<file path="config.mk">
export PLATFORM = sky130hd
export DESIGN_NAME = autoencoder_sequencer
export DESIGN_NICKNAME = d
export VERILOG_FILES = /design/src/rtl/autoencoder_sequencer_pkg.sv /design/src/rtl/autoencoder_sequencer_seq_pc_unit.sv /design/src/rtl/autoencoder_sequencer.sv
export SDC_FILE = /design/constraint.sdc
export NUM_CORES = 1
export LEC_CHECK = 0
export BUFFER_PORTS_ARGS = -buffer_cell sky130_fd_sc_hd__clkbuf_2
export CAP_MARGIN = 30
export CORE_UTILIZATION = 50
export DETAILED_ROUTE_END_ITERATION = 10
export GPL_TIMING_DRIVEN = 0
export HOLD_SLACK_MARGIN = 0.08
export PLACE_DENSITY = 0.81
export SYNTH_ARGS = -nofsm -noshare
export SYNTH_HDL_FRONTEND = slang
export SYNTH_SLANG_ARGS = --single-unit
</file>
<file path="constraint.sdc">
create_clock -name clock -period 2.55 [get_ports clock]
set_input_delay 0.51 -clock clock [delete_from_list [all_inputs] [get_ports clock]]
set_output_delay 0.51 -clock clock [all_outputs]
set_load 0.03 [all_outputs]
</file>
<file path="src/rtl/autoencoder_sequencer_pkg.sv">
// Shared definitions for the autoencoder sequencer: opcodes, demux destinations,
// FSM state encodings and the small decode helpers used by the control path.
package autoencoder_sequencer_pkg;

    typedef enum logic [3:0] {
        OP_NOP      = 4'h0,
        OP_ADD      = 4'h1,
        OP_MUL      = 4'h2,
        OP_ADD_RELU = 4'h3,
        OP_ADD_SIG  = 4'h4,
        OP_MUL_SIGD = 4'h5,
        OP_SETLOOP  = 4'hC,
        OP_LOOP     = 4'hD,
        OP_JUMP     = 4'hE,
        OP_HALT     = 4'hF
    } opcode_e;

    localparam logic [1:0] DEST_MEM  = 2'b00;
    localparam logic [1:0] DEST_SIG  = 2'b01;
    localparam logic [1:0] DEST_RELU = 2'b10;
    localparam logic [1:0] DEST_SIGD = 2'b11;

    typedef enum logic [2:0] {
        ST_IDLE,
        ST_FETCH,
        ST_DECODE,
        ST_READ,
        ST_EXEC,
        ST_WRITE,
        ST_DONE
    } state_e;

    function automatic logic is_arith(input logic [3:0] op);
        return (op >= OP_ADD) && (op <= OP_MUL_SIGD);
    endfunction

    function automatic logic is_illegal(input logic [3:0] op);
        return (op >= 4'h6) && (op <= 4'hB);
    endfunction

    function automatic logic [1:0] dest_of(input logic [3:0] op);
        case (op)
            OP_ADD_RELU: return DEST_RELU;
            OP_ADD_SIG:  return DEST_SIG;
            OP_MUL_SIGD: return DEST_SIGD;
            default:     return DEST_MEM;
        endcase
    endfunction

    function automatic logic op_sel_of(input logic [3:0] op);
        return (op == OP_MUL) || (op == OP_MUL_SIGD);
    endfunction

endpackage

</file>
<file path="src/rtl/autoencoder_sequencer_seq_pc_unit.sv">
// Program counter for the sequencer: clear on start, load on jump/loop, or increment.
// Increment wraps modulo 2^ADDR_W with no flag.
module seq_pc_unit #(
    parameter int ADDR_W = 5
) (
    input  logic              clock,
    input  logic              reset_n,
    input  logic              clear,
    input  logic              load,
    input  logic              inc,
    input  logic [ADDR_W-1:0] target,
    output logic [ADDR_W-1:0] pc
);

    // NOTE: state registers use non-blocking assignments so every flop samples pre-edge values.
    always_ff @(posedge clock or negedge reset_n) begin
        if (!reset_n)   pc <= '0;
        else if (clear) pc <= '0;
        else if (load)  pc <= target;
        else if (inc)   pc <= pc + ADDR_W'(1);
    end

endmodule

</file>
<file path="src/rtl/autoencoder_sequencer.sv">
// Multi-cycle instruction sequencer: fetches, decodes and steps the autoencoder
// datapath through select / ALU / demux / write phases, with HALT, JUMP and one loop counter.
module autoencoder_sequencer
    import autoencoder_sequencer_pkg::*;
#(
    parameter int ADDR_W  = 5,
    parameter int INSTR_W = 16,
    parameter int LOOP_W  = 8
) (
    input  logic               clock,
    input  logic               reset_n,
    input  logic               start,
    input  logic [INSTR_W-1:0] instruction,
    output logic [ADDR_W-1:0]  pc,
    output logic               busy,
    output logic               done,
    output logic               illegal_op,
    output logic               enable_sel_mem,
    output logic               enable_ALU,
    output logic               op_select,
    output logic [1:0]         dest_control,
    output logic               write_enable_mem
);

    state_e             state, state_d;
    logic [INSTR_W-1:0] ir, ir_d;
    logic [LOOP_W-1:0]  loop_cnt, loop_d;
    logic               illegal_d;
    logic               pc_clear, pc_load, pc_inc;
    logic [3:0]         op_in, ir_op_d;
    logic               alu_phase_d;

    // Only the opcode of the latched instruction drives outputs here; the
    // operand fields feed the datapath's own sector-select registers.
    logic unused_ir_fields;
    assign unused_ir_fields = ^ir[INSTR_W-5:0];

    assign op_in = instruction[INSTR_W-1 -: 4];

    seq_pc_unit #(.ADDR_W(ADDR_W)) u_pc (
        .clock   (clock),
        .reset_n (reset_n),
        .clear   (pc_clear),
        .load    (pc_load),
        .inc     (pc_inc),
        .target  (instruction[ADDR_W-1:0]),
        .pc      (pc)
    );

    always_ff @(posedge clock or negedge reset_n) begin
        if (!reset_n) begin
            state      <= ST_IDLE;
            ir         <= '0;
            loop_cnt   <= '0;
            illegal_op <= 1'b0;
        end else begin
            state      <= state_d;
            ir         <= ir_d;
            loop_cnt   <= loop_d;
            illegal_op <= illegal_d;
        end
    end

    // NOTE: every signal written below gets a default first, so no path can infer a latch.
    always_comb begin
        state_d   = state;
        ir_d      = ir;
        loop_d    = loop_cnt;
        illegal_d = illegal_op;
        pc_clear  = 1'b0;
        pc_load   = 1'b0;
        pc_inc    = 1'b0;

        case (state)
            ST_IDLE: begin
                if (start) begin
                    state_d   = ST_FETCH;
                    pc_clear  = 1'b1;
                    illegal_d = 1'b0;
                end
            end
            ST_FETCH: state_d = ST_DECODE;
            ST_DECODE: begin
                ir_d = instruction;
                if (is_arith(op_in)) begin
                    state_d = ST_READ;
                end else if (op_in == OP_HALT) begin
                    state_d = ST_DONE;
                end else begin
                    state_d = ST_FETCH;
                    case (op_in)
                        OP_SETLOOP: begin
                            loop_d = instruction[LOOP_W-1:0];
                            pc_inc = 1'b1;
                        end
                        OP_LOOP: begin
                            // Branch back only while the decremented count is still non-zero.
                            if (loop_cnt != '0) begin
                                loop_d = loop_cnt - LOOP_W'(1);
                                if (loop_cnt != LOOP_W'(1)) pc_load = 1'b1;
                                else                        pc_inc  = 1'b1;
                            end else begin
                                pc_inc = 1'b1;
                            end
                        end
                        OP_JUMP: pc_load = 1'b1;
                        default: begin
                            if (is_illegal(op_in)) illegal_d = 1'b1;
                            pc_inc = 1'b1;
                        end
                    endcase
                end
            end
            ST_READ:  state_d = ST_EXEC;
            ST_EXEC:  state_d = ST_WRITE;
            ST_WRITE: begin
                state_d = ST_FETCH;
                pc_inc  = 1'b1;
            end
            ST_DONE:  state_d = ST_IDLE;
            default:  state_d = ST_IDLE;
        endcase
    end

    // Outputs are registered from the next state so they align with the state they describe.
    assign ir_op_d     = ir_d[INSTR_W-1 -: 4];
    assign alu_phase_d = (state_d == ST_EXEC) || (state_d == ST_WRITE);

    always_ff @(posedge clock or negedge reset_n) begin
        if (!reset_n) begin
            busy             <= 1'b0;
            done             <= 1'b0;
            enable_sel_mem   <= 1'b0;
            enable_ALU       <= 1'b0;
            op_select        <= 1'b0;
            dest_control     <= DEST_MEM;
            write_enable_mem <= 1'b0;
        end else begin
            busy             <= (state_d != ST_IDLE);
            done             <= (state_d == ST_DONE);
            enable_sel_mem   <= (state_d == ST_READ);
            enable_ALU       <= alu_phase_d;
            op_select        <= alu_phase_d ? op_sel_of(ir_op_d) : 1'b0;
            dest_control     <= alu_phase_d ? dest_of(ir_op_d) : DEST_MEM;
            write_enable_mem <= (state_d == ST_WRITE);
        end
    end

endmodule
</file>
==> results of run 1 <==
[final cells by class]
type                    count  area [um2]  area share (%)
clock buffers               7        65.1            3.61
multi-input cells         119         752            41.8
plain buffers               8        51.3            2.85
repair buffers             28         140            7.78
inverters                   6        22.5            1.25
flip-flops and latches     29         726            40.3
well taps                  31        38.8            2.15
clock inverters             1        5.00           0.278
[power groups by stage]
stage | clock [W] | sequential [W] | combinational [W]
3_5_place_dp | 0 | 0.000748 | 0.000802
4_1_cts | 0.000334 | 0.000740 | 0.000805
6_report | 0.000322 | 0.000742 | 0.000805
3_3_place_gp | 0 | 0.000736 | 0.000764
2_1_floorplan | 0 | 0.000845 | 0.000491
5_1_grt | 0.000354 | 0.000765 | 0.000897
[layout by cell type (no fill, tap or decap), drive strengths merged, types with 3 or more instances in the layout]
cell and count:
nand3 7, o21ai 10, a22o 3, nor3 6, nand2 13, o2bb2ai 3, ha 3, buf 5
a21oi 13, clkbuf 38, nor2 12, inv 6, nor4 4, mux2i 5, dfrtp 29, nand2b 6
[logic make-up (layout without fill, tap and decap cells)]
kind of cell             count (synthesis)  after routing
multiplexers                             6              6
adder cells (fa/ha/maj)                  3              3
flip-flops                              29             29
AO/OA/AOI/OAI                           44             44
buffers and inverters                   14             50
AND/OR/NAND/NOR                         66             66
[metrics by stage]
stage	cell area (um2)	utilization [%]	total power, W	hold WS (ps)
final	1800	63.1	0.00187	198
after global placement	1730	60.7	0.00150	454
after detailed placement	1730	60.7	0.00155	458
after CTS	1800	63.1	0.00188	218
after floorplan	1550	-	0.00134	214
after global routing	1800	63.1	0.00202	262
[state kept, by name, indices dropped and copies added, names as in the netlist]
name / cells
ir: 4
loop_cnt: 8
u_pc.pc: 5
dest_control: 2
op_select: 1
enable_sel_mem: 1
done: 1
busy: 1
enable_ALU: 1
write_enable_mem: 1
state: 3
illegal_op: 1
[worst max-delay path: stages, from the launching register on]
cell     delay, ps
dfrtp_1        370
buf_2          170
or3b_1         380
buf_6          150
nor4b_4        250
and2_1         180
buf_6          130
mux2i_1        220
o21ai_2         60
[routing by layer]
metal  part of all wire, %  track usage [%]  routed length, um
met1                    41             27.4               1350
met5                     0                0                  0
met4                   2.0             11.2                 68
met3                   5.0             7.14                167
met2                    52             38.0               1750
[how the worst min path moves through the flow]
stage | start | to | slack, ps | depth (start not counted)
global placement | ir[15]$_DFF_PN0_ | ir[15]$_DFF_PN0_ | 450 | 2
finish | reset_n | busy$_DFF_PN0_ | 200 | 1
global route | reset_n | busy$_DFF_PN0_ | 260 | 1
CTS | reset_n | busy$_DFF_PN0_ | 220 | 1
detailed placement | ir[15]$_DFF_PN0_ | ir[15]$_DFF_PN0_ | 460 | 2
floorplan | reset_n | busy$_DFF_PN0_ | 210 | 0
==> impl_metrics.toml, run 1 <==
[clocking]
cts-hold-fix-buffers = 0
cts_root_buffer = "clkbuf_4"
cts_made_buffers = 5
clk_latency_ps = 340
cts_tree = "yes"
cts.path.max_buffers = 2
clkSlewWorstSetupHoldPaths_ps = 100
cts_resized = 0
clock-sinks = 29
h-tree-depth = 2
cts_setup_buffers = 0

[route]
drt_wl_total_mm = 3.34
wire_per_inst_um = 14.6
drt_iter0_markers = 40
avgViaCountPerCell = 5.86
vias = 1341
dr.pass1.iters = 7
drc = 1
ant_nets = 0

[synth]
synth_top_family_by_area = "simple AND/OR/NAND/NOR gates"
synth_area_leaders = "dfrtp_1, a21oi_1, mux2i_1, nand2_1, o21ai_0"
yosysTopAreaCellShare_pct = 46.8
synth-compound-area-share_pct = 18.7
seq_area_frac_synth_pct = 46.8
synth_fa_ha_area_share_pct = 2.42
synthXorXnorAreaFrac_pct = 0
synth-edff-count = 0
synth_flop_cell = "dfrtp_1"
syn_area_um2 = 1550
synth_most_common_cell = "dfrtp_1"
synth.area.mux_share_pct = 3.95
avgSynthCellArea_um2 = 9.58
synth_seq_cells = 29
yosysWarnings = 0
synth_commonest_cells = "dfrtp_1, a21oi_1, nand2_1, nor2_1, o21ai_0"
async_flop_share_pct = 100
synth_cells = 162
synth-simple-area-share_pct = 23.4
synth_top_cell_by_area = "dfrtp_1"
synthDistinctLibCells = 43
synth_nets = 184

[sta]
worst_clock_skew_ps = 10.1
fin_crit_ps = 2040
fin_tns_setup_ps = 0
drv_slew = 0
post-route-period-util_pct = 80.1
relSlewSlack_pct = 53.3
rsz0062_at_grt = "no"
max_freq_ghz = 0.490
hold_viol = 0
setup_viol_count_final = 0
worst_slack_ps = 508
worst_slew_pin_slew_ps = 701

[power_and_ir_drop]
swShare_pct = 41.5
power_density_nw_per_um2 = 1040
clkPwrFrac_pct = 17.2
ir_worst_vdd_mv = 0.490
p_leak_nw = 0.873
internal_power_w = 0.00109
switchingPower_w = 0.000776
power_frac_comb_pct = 43.1
pwr-share-seq_pct = 39.7

[grt]
grt_pass1_vias = 1288
antenna_found_initial = 0
overflow = 0
grt_pass1_wl_mm = 5.71
track_usage_pct = 23.0
grt_max_degree = 30

[outcome]
violations = "DRC"
outcome = "complete, but fails checks"

[floorplanning]
dieHeight_um = 57.7
num_rows = 19
io_pins = 33
dieWidth_um = 57.7
dieArea_um2 = 3330
initial_core_util_pct = 54.4
core-area_um2 = 2850

[setup_path]
worst_ep_arrival_time_ps = 2270
crit_fanout = 10
reg2reg_to = "u_pc.pc[1]$_DFFE_PN0P_"
rr_worst_depth = 8
reg2reg_slack_ps = 510
crit_path_start = "state[0]$_DFF_PN0_"
worstSetupStartpointType = "flop"
endpoint = "u_pc.pc[1]$_DFFE_PN0P_"
timing.rr.start = "state[0]$_DFF_PN0_"
path_class = "flop to flop"
end_kind = "flop"
crit_required_ps = 2780

[final_layout]
drive_gt1_share_pct = 23.7
instances_no_fill = 229
synthToLayoutAreaGrowth_pct = 16.0
fillers = 250
antenna_cells = 0
design.final.nets = 219

[placement]
gp_congestion = 0.842
place_inst = 221
post-place-ws_ps = 389
detailed_place_hpwl_mm = 2.47
io_buffers = 28

[run]
drv_cap = 0

[hold_path]
hp-class = "input port to async pin"
(Power assumes the default switching activity.)
==> run 2: changes to the inputs <==
Settings changed: ABC_AREA set to 1, CORE_UTILIZATION 50 to 49, PLACE_DENSITY 0.81 to 0.82.
Clock period 2.55 ns to 1.7 ns, I/O delays scaled along.
==> impl_metrics.toml, run 2 <==
[synth]
synth-compound-area-share_pct = 10.9
avgSynthCellArea_um2 = 7.60
syn_area_um2 = 1630
synth_area_leaders = "dfrtp_1, nand2_1, inv_1, nand3_1, nor2_1"
async_flop_share_pct = 100
synth.area.mux_share_pct = 0
synth_flop_cell = "dfrtp_1"
synth-edff-count = 0
synth_seq_cells = 29
synth_cells = 214
synth_most_common_cell = "nand2_1"
synth_commonest_cells = "nand2_1, inv_1, dfrtp_1, nand3_1, nor2_1"
synth-simple-area-share_pct = 31.1
synthDistinctLibCells = 26
yosysTopAreaCellShare_pct = 44.6
yosysWarnings = 0
synth_top_cell_by_area = "dfrtp_1"
seq_area_frac_synth_pct = 44.6
synthXorXnorAreaFrac_pct = 1.62
synth_nets = 236
synth_top_family_by_area = "simple AND/OR/NAND/NOR gates"
synth_fa_ha_area_share_pct = 2.31

[route]
wire_per_inst_um = 10.9
drt_iter0_markers = 47
vias = 1436
avgViaCountPerCell = 4.87
ant_nets = 0
drt_wl_total_mm = 3.22
dr.pass1.iters = 4
drc = 0

[final_layout]
design.final.nets = 272
layout_common_cells = "nand2_1, inv_1, dfrtp_1"
multi_input_area_um2 = 762
final-seq-area_um2 = 726
drive_gt1_share_pct = 23.5
final_common_cell = "nand2_1"
synthToLayoutAreaGrowth_pct = 18.7
fillers = 290
regMostFlops = "loop_cnt"
reg_top3 = "loop_cnt (8), u_pc.pc (5), ir (4)"
largest_reg_flops = 8
antenna_cells = 0

[power_and_ir_drop]
pwr-share-seq_pct = 37.2
swShare_pct = 44.4
power_density_nw_per_um2 = 1570
ir_worst_vdd_mv = 0.900
internal_power_w = 0.00168
power_frac_comb_pct = 43.5
p_leak_nw = 1.04
switchingPower_w = 0.00134
clkPwrFrac_pct = 19.4

[clocking]
cts.path.max_buffers = 2
cts_tree = "yes"
h-tree-depth = 2
cts_setup_buffers = 0
clock-sinks = 29
clk_latency_ps = 350
cts_root_buffer = "clkbuf_4"
cts_made_buffers = 5
clkSlewWorstSetupHoldPaths_ps = 100

[sta]
rsz0062_at_grt = "no"
worst_clock_skew_ps = 8.40
fin_crit_ps = 1520
hold_viol = 0
relSlewSlack_pct = 52.1
drv_slew = 0
hold_ws_ps = 243
post-route-period-util_pct = 89.3
setup_viol_count_final = 0
fin_tns_setup_ps = 0
worst_slew_pin_slew_ps = 719
max_freq_ghz = 0.659

[grt]
antenna_found_initial = 0
grt_pass1_wl_mm = 5.61
grt_pass1_vias = 1371
overflow = 0
track_usage_pct = 21.7
grt_max_degree = 30

[setup_path]
end_kind = "flop"
crit_fanout = 10
worst_ep_arrival_time_ps = 1760
worstSetupStartpointType = "flop"
crit_required_ps = 1940
path_class = "flop to flop"

[placement]
gp_congestion = 0.876
io_buffers = 28
detailed_place_hpwl_mm = 2.42

[floorplanning]
initial_core_util_pct = 52.4
num_rows = 20
core-area_um2 = 3100
dieArea_um2 = 3550
io_pins = 33
dieWidth_um = 59.6
dieHeight_um = 59.6

[run]
drv_cap = 0

[hold_path]
hp-class = "input port to flop"

[outcome]
outcome = "complete, no violations"
[run 2: cell count changes in the layout (fill, tap and decap cells not counted), sizes merged, moves of 6 or more]
cell | before | now
nand2 | 13 | 64
a21oi | 13 | 5
nand3 | 7 | 24
nand2b | 6 | 0
nor2 | 12 | 20
o21ai | 10 | 19
inv | 6 | 36
[run 2: worst paths after layout]
kind,from,to,slack (ps),cells past startpoint
worst min-delay path,instruction[6],loop_cnt[6]$_DFFE_PN0P_,240,3
worst max register to register,loop_cnt[1]$_DFFE_PN0P_,loop_cnt[6]$_DFFE_PN0P_,180,10
max in group asynchronous,reset_n,u_pc.pc[2]$_DFFE_PN0P_,670,2
min in group asynchronous,reset_n,loop_cnt[5]$_DFFE_PN0P_,570,2
worst max-delay path,loop_cnt[1]$_DFFE_PN0P_,loop_cnt[6]$_DFFE_PN0P_,180,10
worst min register to register,loop_cnt[5]$_DFFE_PN0P_,loop_cnt[5]$_DFFE_PN0P_,510,2
[run 2: power by group through the flow]
| stage | registers [W] | clock network (W) | logic [W] |
|---|---|---|---|
| finish | 0.00112 | 0.000586 | 0.00132 |
| global route | 0.00116 | 0.000623 | 0.00151 |
| CTS | 0.00112 | 0.000596 | 0.00130 |
| detailed placement | 0.00114 | 0 | 0.00129 |
| global placement | 0.00112 | 0 | 0.00126 |
| floorplan | 0.00127 | 0 | 0.000832 |
[run 2: routing by layer]
metal | track usage, % | up-vias | routed length (um)
met2 | 33.5 | 44 | 1450
met5 | 0 | - | 0
met3 | 5.46 | 9 | 180
met1 | 27.7 | 636 | 1510
li1 | - | 747 | -
met4 | 12.0 | 0 | 74
[run 2: final cells by class]
class | count | area share (%)
Buffer | 2 | 0.972
Multi-Input combinational cell | 147 | 39.5
Tap cell | 44 | 2.85
Clock buffer | 5 | 1.94
Inverter | 36 | 7.00
Clock inverter | 3 | 2.40
Sequential cell | 29 | 37.6
Timing Repair Buffer | 29 | 7.78
[run 2: through the flow]
stage	cell area [um2]	instances	power (W)	utilization, %	worst slack [ps]
after floorplan	1630	214	0.00211	-	257
after global placement	1820	286	0.00239	58.7	103
after detailed placement	1820	286	0.00243	58.7	80.6
after CTS	1920	295	0.00302	61.7	68.2
after global routing	1930	295	0.00329	62.2	11.6
final	1930	295	0.00303	62.2	182
[run 2: repair_timing]
item | in CTS | in global routing
resized for setup | 0 | 5
endpoints found under the hold margin | 29 | 0
setup endpoints to repair | 0 | 6
hold buffers | 1 | 0
[run 2: logic make-up after synthesis]
logic type      after synthesis
simple gates                114
flops                        29
compound gates               27
buf+inv                      38
fa+ha+maj                     3
xor+xnor                      3
[run 2: critical path: stages (launching register included)]
cell      delay [ps]
dfrtp_1          390
inv_1            100
ha_2             220
nand2_2           80
nor2_2           130
nand2_2           70
nand3_4          110
inv_2             50
buf_6            140
o211ai_2          60
nand2_1           60
==> run 3: changes to the inputs <==
Settings changed: REMOVE_ABC_BUFFERS set to 1.
==> impl_metrics.toml, run 3 (same netlist as run 2, synthesis figures left out) <==
[outcome]
outcome = "complete, no violations"

[grt]
track_usage_pct = 21.3
grt_pass1_vias = 1280
grt_pass1_wl_mm = 5.44
grt_max_degree = 30
overflow = 0
antenna_found_initial = 0

[setup_path]
cpMostUsedCell = "nand2_1"
slowest_delay_ps = 390
crit_fanout = 11
slowest_stage = "dfrtp_1"
path_class = "flop to flop"
rr_worst_depth = 9
endpoint = "loop_cnt[7]$_DFFE_PN0P_"
worst_ep_arrival_time_ps = 1760
crit_path_start = "loop_cnt[1]$_DFFE_PN0P_"
path_buf_inv = 2
timing.rr.start = "loop_cnt[1]$_DFFE_PN0P_"
crit_path_cell_trace = "inv_1 -> ha_2 -> nand2_1 -> nor2_1 -> nand2_2 -> nand3_2 -> inv_2 -> nand2_1 -> o21ai_2"
worstSetupStartpointType = "flop"
reg2reg_slack_ps = 170
end_kind = "flop"
crit_family = "simple AND/OR/NAND/NOR gates"
crit_cells = 9
crit_required_ps = 1930
reg2reg_to = "loop_cnt[7]$_DFFE_PN0P_"

[sta]
post-route-period-util_pct = 90.0
relSlewSlack_pct = 52.6
worst_slack_ps = 171
max_freq_ghz = 0.654
rsz0062_at_grt = "no"
worst_clock_skew_ps = 9.28
worst_slew_pin_slew_ps = 710
fin_crit_ps = 1530
drv_slew = 0
setup_viol_count_final = 0
hold_ws_ps = 244
hold_viol = 0

[power_and_ir_drop]
ir_worst_vdd_mv = 1.16
power_density_nw_per_um2 = 1540
p_total_w = 0.00291
p_leak_nw = 1.03

[floorplanning]
dieHeight_um = 59.6
core-area_um2 = 3100
initial_core_util_pct = 52.4
dieArea_um2 = 3550
num_rows = 20
dieWidth_um = 59.6
io_pins = 33

[placement]
post-place-ws_ps = -55.9
place_inst = 284
detailed_place_hpwl_mm = 2.33
io_buffers = 28
gp_congestion = 0.822

[route]
drc = 0
vias = 1430
avgViaCountPerCell = 4.88
drt_wl_total_mm = 3.18
drt_iter0_markers = 76
dr.pass1.iters = 4
wire_per_inst_um = 10.8
ant_nets = 0

[clocking]
cts_made_buffers = 5
cts_tree = "yes"
cts_setup_buffers = 0
cts_root_buffer = "clkbuf_4"
clock-sinks = 29
h-tree-depth = 2
clkSlewWorstSetupHoldPaths_ps = 100
clk_latency_ps = 340
cts.path.max_buffers = 2

[hold_path]
hold_start = "instruction[6]"
holdPathStages = 3
hp-class = "input port to flop"

[final_layout]
fillers = 304
drive_gt1_share_pct = 22.5
final_common_cell = "nand2_1"
synthToLayoutAreaGrowth_pct = 16.1
largest_reg_flops = 8
antenna_cells = 0
design.final.nets = 270
layout_common_cells = "nand2_1, inv_1, dfrtp_1"
instances_no_fill = 293
reg_top3 = "loop_cnt (8), u_pc.pc (5), ir (4)"
regMostFlops = "loop_cnt"

[run]
drv_cap = 0
## run 3: worst reg2reg max path, stage by stage (launching register included)
cell and delay [ps]:
dfrtp_1 390, inv_1 100, ha_2 210, nand2_1 100, nor2_1 140, nand2_2 60, nand3_2 130, inv_2 130
nand2_1 110, o21ai_2 50
## run 3: how the worst min path moves through the flow
stage	slack (ps)	to
6_report	240	loop_cnt[6]$_DFFE_PN0P_
5_1_grt	250	loop_cnt[6]$_DFFE_PN0P_
4_1_cts	240	loop_cnt[6]$_DFFE_PN0P_
3_5_place_dp	430	loop_cnt[7]$_DFFE_PN0P_
3_3_place_gp	420	loop_cnt[7]$_DFFE_PN0P_
2_1_floorplan	40	busy$_DFF_PN0_
## run 3: power by group
| part | total (W) | internal (W) | switching [W] | leakage, nW |
|---|---|---|---|---|
| combinational | 0.00130 | 0.000420 | 0.000883 | 0.617 |
| clock | 0.000489 | 0.000239 | 0.000250 | 0.0413 |
| sequential | 0.00112 | 0.000944 | 0.000178 | 0.373 |
| total | 0.00291 | 0.00160 | 0.00131 | 1.03 |
## run 3: area by class of cell
class	count	area [um2]	share of cell area [%]
clock buffer	7	65.1	3.45
tap	44	55.1	2.92
clock inverter	1	5.00	0.265
timing repair buffer	29	150	7.95
inverter	36	135	7.16
sequential	29	726	38.4
multi-input combinational	147	752	39.8
## run 3: repair_timing
item	in CTS	in global routing
setup endpoints to repair	0	8
resized for setup	0	3
endpoints found under the hold margin	29	0
hold buffers	1	0
## run 3: metrics by stage
step / util [%] / setup TNS (ps) / instance area [um2]
4_1_cts: 60.7 / 0 / 1880
6_report: 60.8 / 0 / 1890
3_5_place_dp: 58.1 / -469 / 1800
5_1_grt: 60.8 / 0 / 1890
2_1_floorplan: - / 0 / 1610
3_3_place_gp: 58.1 / -235 / 1800
## run 3: metal layers
metal / vias up / global-route usage (%) / part of all wire (%) / wire length, um
met5: - / 0 / 0 / 0
met4: 0 / 9.97 / 0.41 / 13
met3: 2 / 6.77 / 7.1 / 224
met2: 41 / 32.6 / 44 / 1410
met1: 644 / 27.4 / 48 / 1530
li1: 743 / - / - / -
